$ cat config.mk
export PLATFORM = sky130hd
export DESIGN_NAME = decoder_scan_n_flat
export DESIGN_NICKNAME = d
export VERILOG_FILES = /design/src/rtl/decoder_scan_n_pkg.sv /design/src/rtl/decoder_scan_n_if.sv /design/src/rtl/decoder_scan_n_n_to_m.sv /design/src/rtl/decoder_scan_n.sv /design/src/flat_wrapper.sv
export SDC_FILE = /design/constraint.sdc
export NUM_CORES = 1
export LEC_CHECK = 0
export CAP_MARGIN = 10
export CORE_UTILIZATION = 49
export CTS_BUF_LIST = sky130_fd_sc_hd__clkbuf_16
export DETAILED_ROUTE_END_ITERATION = 6
export PLACE_DENSITY = 0.81
export SLEW_MARGIN = 20
export SYNTH_ARGS = -nofsm -noshare
export SYNTH_HDL_FRONTEND = slang
export SYNTH_SLANG_ARGS = --single-unit
$ cat constraint.sdc
create_clock -name clk -period 4.8 [get_ports clk]
set_clock_uncertainty 0.15 [all_clocks]
set_input_delay 0.96 -clock clk [delete_from_list [all_inputs] [get_ports clk]]
set_output_delay 0.96 -clock clk [all_outputs]
set_load 0.005 [all_outputs]
$ cat src/rtl/decoder_scan_n_pkg.sv
// Shared types for the scanning N-to-2^N decoder family.
// State encoding and mode constants used by decoder_scan_n and its bench.
package decoder_pkg;

   typedef enum logic [1:0] {
      IDLE   = 2'd0,
      DIRECT = 2'd1,
      SCAN   = 2'd2,
      BLANK  = 2'd3
   } state_t;

   localparam logic MODE_DIRECT = 1'b0;
   localparam logic MODE_SCAN   = 1'b1;

endpackage

$ cat src/rtl/decoder_scan_n_if.sv
// Control/result bundle for decoder_scan_n; master drives controls, slave owns outputs.
interface decoder_scan_n_if #(
   parameter int unsigned SEL_W = 3
);
   localparam int unsigned OUT_N = 2 ** SEL_W;

   logic             enable;
   logic             mode;
   logic             load;
   logic [SEL_W-1:0] in;
   logic [OUT_N-1:0] out;
   logic [SEL_W-1:0] index;
   logic             wrap;

   modport master (output enable, output mode, output load, output in,
                   input  out,    input  index, input  wrap);
   modport slave  (input  enable, input  mode,  input  load, input  in,
                   output out,    output index, output wrap);
endinterface

$ cat src/rtl/decoder_scan_n_n_to_m.sv
// Combinational active-low one-hot decoder; dis = 1 drives every output high.
module decoder_n_to_m #(
   parameter int unsigned SEL_W = 3
) (
   input  logic [SEL_W-1:0]      sel,
   input  logic                  dis,
   output logic [2**SEL_W-1:0]   y
);

   always_comb begin
      y = '1;
      if (!dis) y[sel] = 1'b0;
   end

endmodule

$ cat src/rtl/decoder_scan_n.sv
// Registered N-to-2^N active-low decoder with autonomous dwell-timed scan mode.
// Optional macro DECODER_SCAN_BLANK_EN inserts a blank cycle after every scan advance.
module decoder_scan_n
   import decoder_pkg::*;
#(
   parameter int unsigned SEL_W = 3,
   parameter int unsigned DWELL = 4
) (
   input  logic           clk,
   input  logic           reset,
   decoder_scan_n_if.slave bus
);

   localparam int unsigned OUT_N = 2 ** SEL_W;
   localparam int unsigned CNT_W = (DWELL > 1) ? $clog2(DWELL) : 1;
   localparam logic [CNT_W-1:0] CNT_LAST = CNT_W'(DWELL - 1);

   state_t           state, nxt_state;
   logic [SEL_W-1:0] idx, nxt_idx;
   logic [CNT_W-1:0] cnt, nxt_cnt;
   logic             wrap_r, nxt_wrap;
   logic [OUT_N-1:0] out_r, dec_out;
   logic             dis;

   always_comb begin
      nxt_state = state;
      nxt_idx   = idx;
      nxt_cnt   = '0;
      nxt_wrap  = 1'b0;
      if (bus.enable) begin
         nxt_state = IDLE;
      end else if (bus.mode == MODE_DIRECT) begin
         nxt_state = DIRECT;
         nxt_idx   = bus.in;
      end else begin
         case (state)
            SCAN: begin
               if (bus.load) begin
                  nxt_idx = bus.in;
               end else if (cnt == CNT_LAST) begin
                  nxt_idx = idx + SEL_W'(1);
`ifdef DECODER_SCAN_BLANK_EN
                  nxt_state = BLANK;
`else
                  nxt_wrap  = &idx;
`endif
               end else begin
                  nxt_cnt = cnt + CNT_W'(1);
               end
            end
`ifdef DECODER_SCAN_BLANK_EN
            // Index already advanced on entry to BLANK, so landing on 0 means a wrap.
            BLANK: begin
               nxt_state = SCAN;
               if (bus.load) nxt_idx  = bus.in;
               else          nxt_wrap = (idx == '0);
            end
`endif
            default: nxt_state = SCAN;
         endcase
      end
   end

   assign dis = (nxt_state != DIRECT) && (nxt_state != SCAN);

   decoder_n_to_m #(.SEL_W(SEL_W)) u_dec (
      .sel (nxt_idx),
      .dis (dis),
      .y   (dec_out)
   );

   always_ff @(posedge clk) begin
      if (reset) begin
         state  <= IDLE;
         idx    <= '0;
         cnt    <= '0;
         wrap_r <= 1'b0;
         out_r  <= '1;
      end else begin
         state  <= nxt_state;
         idx    <= nxt_idx;
         cnt    <= nxt_cnt;
         wrap_r <= nxt_wrap;
         out_r  <= dec_out;
      end
   end

   assign bus.out   = out_r;
   assign bus.index = idx;
   assign bus.wrap  = wrap_r;

endmodule

$ cat src/flat_wrapper.sv
// flat-port wrapper written by rule: the top's interface ports become plain ports
module decoder_scan_n_flat import decoder_pkg::*;
#(
   parameter int unsigned SEL_W = 3,
   parameter int unsigned DWELL = 4
)
  (clk, reset, bus_enable, bus_mode, bus_load, bus_in, bus_out, bus_index, bus_wrap);
  decoder_scan_n_if #(.SEL_W(SEL_W)) bus_i ();
  input  logic clk;
  input  logic reset;
  input wire logic [$bits(bus_i.enable)-1:0] bus_enable;
  input wire logic [$bits(bus_i.mode)-1:0] bus_mode;
  input wire logic [$bits(bus_i.load)-1:0] bus_load;
  input wire logic [$bits(bus_i.in)-1:0] bus_in;
  output wire logic [$bits(bus_i.out)-1:0] bus_out;
  output wire logic [$bits(bus_i.index)-1:0] bus_index;
  output wire logic [$bits(bus_i.wrap)-1:0] bus_wrap;
  assign bus_i.enable = bus_enable;
  assign bus_i.mode = bus_mode;
  assign bus_i.load = bus_load;
  assign bus_i.in = bus_in;
  assign bus_out = bus_i.out;
  assign bus_index = bus_i.index;
  assign bus_wrap = bus_i.wrap;
  decoder_scan_n #(.SEL_W(SEL_W), .DWELL(DWELL)) u_core (.clk(clk), .reset(reset), .bus(bus_i));
endmodule
==> results of run 1 <==
-- Yosys cell counts (all sizes together) --
library cell	n
a211oi	1
a21boi	1
a22o	1
a311o	2
a311oi	1
a31o	1
and4b	1
and4bb	1
buf	2
dfxtp	16
ha	4
inv	3
nand2	2
nand2b	4
nand3	8
nand3b	1
nand4bb	1
nor2	5
nor2b	2
nor3	3
nor3b	1
nor4	3
o2111a	1
o2111ai	1
o21a	1
o21ai	2
or2	1
or3	1
-- layout by cell type (no fill, tap or decap) --
cell / Yosys / final
a211oi_2: 1 / 1
a21boi_1: 1 / 1
a22o_1: 1 / 1
a311o_1: 2 / 2
a311oi_2: 1 / 1
a31o_1: 1 / 1
and4b_1: 1 / 1
and4bb_1: 1 / 1
clkbuf_16: 0 / 3
clkdlybuf4s50_1: 0 / 19
clkinv_1: 0 / 1
dfxtp_1: 16 / 16
ha_1: 4 / 4
inv_1: 2 / 2
inv_2: 1 / 1
nand2_1: 2 / 2
nand2b_1: 3 / 3
nand2b_4: 1 / 1
nand3_1: 8 / 8
nand3b_1: 1 / 1
nand4bb_1: 1 / 1
nor2_1: 5 / 5
nor2b_1: 2 / 2
nor3_1: 3 / 3
nor3b_1: 1 / 1
nor4_1: 2 / 2
nor4_2: 1 / 1
o2111a_1: 1 / 1
o2111ai_1: 1 / 1
o21a_4: 1 / 1
o21ai_1: 2 / 2
or2_1: 1 / 1
or3_1: 1 / 1
-- power breakdown --
group,switching (mW),total (mW),internal (mW),leakage (nW)
Sequential,0.00367,0.141,0.137,0.130
Clock,0.0487,0.159,0.110,0.0385
Combinational,0.0171,0.0368,0.0196,0.207
Total,0.0695,0.336,0.267,0.376
-- metrics by stage --
stage	hold slack (ns)	power, mW	cells	setup WS (ns)	instance area (sq um)
2_1_floorplan	0.284	0.163	71	2.63	724
3_3_place_gp	0.303	0.179	103	1.95	921
3_5_place_dp	0.311	0.180	103	1.96	921
4_1_cts	0.320	0.340	107	2.20	1000
5_1_grt	0.353	0.350	107	2.11	1000
6_report	0.312	0.336	107	2.21	1000
-- area by class of cell --
type	count	area (sq um)	share of cell area, %
Inverter	3	11.3	1.13
Multi-Input combinational cell	50	380	38.0
Clock buffer	3	75.1	7.51
Clock inverter	1	3.75	0.375
Tap cell	15	18.8	1.88
Sequential cell	16	320	32.0
Timing Repair Buffer	19	190	19.0
-- layer usage --
layer | vias to the layer above | track usage (%) | routed length [um]
li1 | 308 | - | -
met1 | 286 | 23.7 | 669
met2 | 19 | 37.3 | 743
met3 | 6 | 10.0 | 86
met4 | 0 | 12.5 | 40
met5 | - | 0 | 0
-- kinds of logic (layout without fill, tap and decap cells) --
family / Yosys count / in the layout / synth area share [%]
buf+inv: 5 / 26 / 3.28
simple gates: 34 / 34 / 29.4
flops: 16 / 16 / 44.2
fa+ha+maj: 4 / 4 / 6.91
compound gates: 12 / 12 / 16.2
-- sequential cells by signal (all words and copies together), names as in the netlist --
signal            flops
u_core.bus.out        8
u_core.state          2
u_core.bus.index      3
u_core.cnt            2
u_core.bus.wrap       1
-- worst paths after layout --
kind | from | end | slack [ns]
worst min-delay path | u_core.cnt[0] | u_core.cnt[0] | 0.31
worst max-delay path | bus_enable | u_core.bus.out[0] | 2.21
worst max register to register | u_core.bus.index[0] | u_core.bus.out[0] | 2.99
worst min register to register | u_core.cnt[0] | u_core.cnt[0] | 0.31
==> flow_metrics.tcl, run 1 <==
set metrics [dict create \
    yosys.area.top_type "dfxtp_1" \
    crit_type "in -> reg" \
    antenna_cells 0 \
    ant_nets 0 \
    die_w_um 40.5 \
    dp_hpwl_um 1100 \
    ys_seq_elements 16 \
    rsz0062_at_grt "no" \
    fin_tns_setup_ns 0 \
    hp-class "reg -> reg" \
    vias 619 \
    worstPathMaxFanout 10 \
    grt_pass1_vias 530 \
    port_buffers 19 \
    path_cells "clkdlybuf4s50_1, and4bb_1, a21boi_1, a311oi_2, nand3_1" \
    io_pins 20 \
    nets 105 \
    required_ns 4.75 \
    drive_gt1_share_pct 9.78 \
    path_buf_inv 1 \
    synth_area_sq_um 724 \
    post-cts-setup-buffer-count 0 \
    antenna_found_initial 0 \
    clkLatencyLatePin_ns 0.24 \
    peakVddDrop_uv 321 \
    yosysSeqAreaShare_pct 44.2 \
    fmax_mhz 385 \
    crit_path_end_kind "flip-flop" \
    power_density_nw_per_um2 337 \
    fin_util_pct 75.0 \
    post_drt_wl_per_cell_um 14.4 \
    ys_warn_count 0 \
    root_buffer "clkbuf_16" \
    hold_depth 1 \
    grt_overflow 0 \
    slew_headroom_pct 67.7 \
    dieArea_sq_um 1640 \
    std_cell_rows 13 \
    n_fill_cell 95 \
    cts_tree "built" \
    syn_inst 71 \
    cp.arrival_ns 2.55 \
    final_max_slew_viol_count 0 \
    synth_cell_types 32 \
    synth_top_area_share_pct 44.2 \
    drt_iter0_markers 14 \
    clock_path_buffers 2 \
    syn_to_final_growth_pct 38.0 \
    globalplace.congestion 0.922 \
    syn-num-nets 83 \
    drc 0 \
    cts_max_level 1 \
    path_delay_family "buffers and inverters" \
    clock_sinks 16 \
    leakage_nw 0.376 \
    die_h_um 40.5 \
    ctsResizeCount 0 \
    routed_via_density 5.79 \
    drv_cap 0 \
    finalHoldViolations 0 \
    slowest_stage "clkdlybuf4s50_1" \
    crit_path_max_incr_delay_ns 0.66 \
    postCtsHoldBufs 0 \
    fin_crit_ns 2.59 \
    tightest_slew_ns 0.484 \
    firstDrtPassIters 4 \
    grt_max_degree 11 \
    avgSynthCellArea_sq_um 10.2 \
    initial_core_util_pct 54.3 \
    setup_viol_count_final 0 \
    cp-start-kind "input pin" \
    grt_use_total_pct 22.6 \
    coreArea_sq_um 1330 \
    reg2reg_depth 6 \
    path_depth 5 \
    grt_first_pass_wirelength_um 2300 \
    yosys-top-cells-area "dfxtp_1 44%, ha_1 6.9%, nand3_1 5.5%" \
    clk_pin_slew_ns 0.05 \
    outcome "finished clean" \
    cts_buffers 3 \
    wl_um 1540 \
    fin_crit_sh_pct 54.1 \
]
(Power assumes the default switching activity.)
==> run 2: changes to the inputs <==
--- a/config.mk
+++ b/config.mk
@@ -6,10 +6,10 @@
 export NUM_CORES = 1
 export LEC_CHECK = 0
 export CAP_MARGIN = 10
-export CORE_UTILIZATION = 49
+export CORE_UTILIZATION = 45
 export CTS_BUF_LIST = sky130_fd_sc_hd__clkbuf_16
 export DETAILED_ROUTE_END_ITERATION = 6
-export PLACE_DENSITY = 0.81
+export PLACE_DENSITY = 0.76
 export SLEW_MARGIN = 20
 export SYNTH_ARGS = -nofsm -noshare
 export SYNTH_HDL_FRONTEND = slang
==> constraint.sdc (replaced) <==
create_clock -name clk -period 2.4 [get_ports clk]
set_clock_uncertainty 0.15 [all_clocks]
set_input_delay 0.48 -clock clk [delete_from_list [all_inputs] [get_ports clk]]
set_output_delay 0.48 -clock clk [all_outputs]
set_load 0.005 [all_outputs]
==> flow_metrics.tcl, run 2 (synthesized netlist as in run 1, its figures left out) <==
set metrics [dict create \
    drc 1 \
    grt_max_degree 10 \
    antenna_cells 0 \
    r2r_start "u_core.bus.index[0]" \
    die_h_um 42.1 \
    power_density_nw_per_um2 664 \
    postCtsHoldBufs 0 \
    ff2ff_setup_slack_ns 0.55 \
    rsz0062_at_grt "no" \
    required_ns 2.35 \
    setup_slack_ns 0.348 \
    reg2reg_depth 6 \
    wl_um 1650 \
    busiest_layer "met2" \
    coreArea_sq_um 1510 \
    outcome "finished with violations" \
    hold_path.startpoint "u_core.cnt[0]" \
    met3_usage_pct 5.17 \
    routed_via_density 5.77 \
    fin_area_sq_um 1020 \
    vias 641 \
    grt_use_total_pct 21.6 \
    cp-start-kind "input pin" \
    hp-class "reg -> reg" \
    largest_reg_flops 8 \
    fin_crit_sh_pct 85.5 \
    clock_sinks 16 \
    pre_cts_slack_ns 0.139 \
    dp_hpwl_um 1190 \
    met2_usage_pct 32.5 \
    leakage_nw 0.390 \
    fmax_mhz 487 \
    dieArea_sq_um 1770 \
    post-cts-setup-buffer-count 0 \
    ctsResizeCount 0 \
    firstDrtPassIters 6 \
    met1_usage_pct 26.9 \
    syn_to_final_growth_pct 41.3 \
    cp.arrival_ns 2.00 \
    clk_pin_slew_ns 0.05 \
    min_to "u_core.cnt[0]" \
    post_drt_wl_per_cell_um 14.9 \
    peakVddDrop_uv 384 \
    cts_max_level 1 \
    cts_tree "built" \
    ant_nets 0 \
    std_cell_rows 14 \
    finalHoldViolations 0 \
    cts_buffers 3 \
    fin_util_pct 67.9 \
    finalPower_mw 0.679 \
    root_buffer "clkbuf_16" \
    setup_viol_count_final 0 \
    nets 108 \
    port_buffers 19 \
    hold_ws_ns 0.328 \
    final_max_slew_viol_count 0 \
    drv_cap 0 \
    globalplace.congestion 0.871 \
    grt_first_pass_wirelength_um 2720 \
    grt_pass1_vias 607 \
    clkLatencyLatePin_ns 0.24 \
    fin_crit_ns 2.05 \
    drive_gt1_share_pct 12.6 \
    placed_area_sq_um 945 \
    fin_tns_setup_ns 0 \
    worstPathMaxFanout 7 \
    antenna_found_initial 0 \
    layout_common_cells "19 x clkdlybuf4s50_1, 16 x dfxtp_1, 8 x nand3_1" \
    io_pins 20 \
    slew_headroom_pct 71.6 \
    instances_no_fill 111 \
    clock_path_buffers 2 \
    drt_iter0_markers 23 \
    initial_core_util_pct 48.1 \
    crit_path_end_kind "flip-flop" \
    reg2reg_to "u_core.bus.out[0]" \
    tightest_slew_ns 0.426 \
    hold_depth 1 \
    final_common_cell "clkdlybuf4s50_1" \
    failed_checks "design-rule violations" \
    dp_cells 107 \
    crit_type "in -> reg" \
    die_w_um 42.1 \
    grt_overflow 0 \
]
## run 2: cell count changes in the layout (fill, tap and decap cells not counted)
cell and change:
buf_4 +3
## run 2: metal layers
metal / up-vias / part of all wire, %
li1: 315 / -
met1: 300 / 45
met2: 20 / 47
met3: 6 / 5.3
met4: 0 / 2.9
met5: - / 0
## run 2: power by group
part	switching, mW	leakage (nW)	internal [mW]	total [mW]
Sequential	0.00767	0.130	0.274	0.282
Clock	0.0984	0.0385	0.221	0.319
Combinational	0.0359	0.221	0.0425	0.0784
Total	0.142	0.390	0.537	0.679
## run 2: how the worst max path moves through the flow
stage                          endpoint  depth (start not counted)  slack, ns      from
floorplan           u_core.bus.index[0]                          5       0.71  bus_mode
global placement      u_core.bus.out[0]                          5       0.16  bus_mode
detailed placement    u_core.bus.out[0]                          5       0.14  bus_load
CTS                   u_core.bus.out[0]                          5       0.38  bus_load
global route          u_core.bus.out[0]                          5       0.26  bus_load
finish                u_core.bus.out[0]                          5       0.35  bus_mode
## run 2: area by class of cell
class	count	area, sq um
clock buffer	3	75.1
clock inverter	1	3.75
fill	126	483
inverter	3	11.3
multi-input combinational	50	380
sequential	16	320
tap	16	20.0
timing repair buffer	22	213
## run 2: worst max-delay path, stage by stage
cell	delay (ns)
clkdlybuf4s50_1	0.62
nor2_1	0.11
a22o_1	0.24
a311oi_2	0.41
nand3_1	0.14
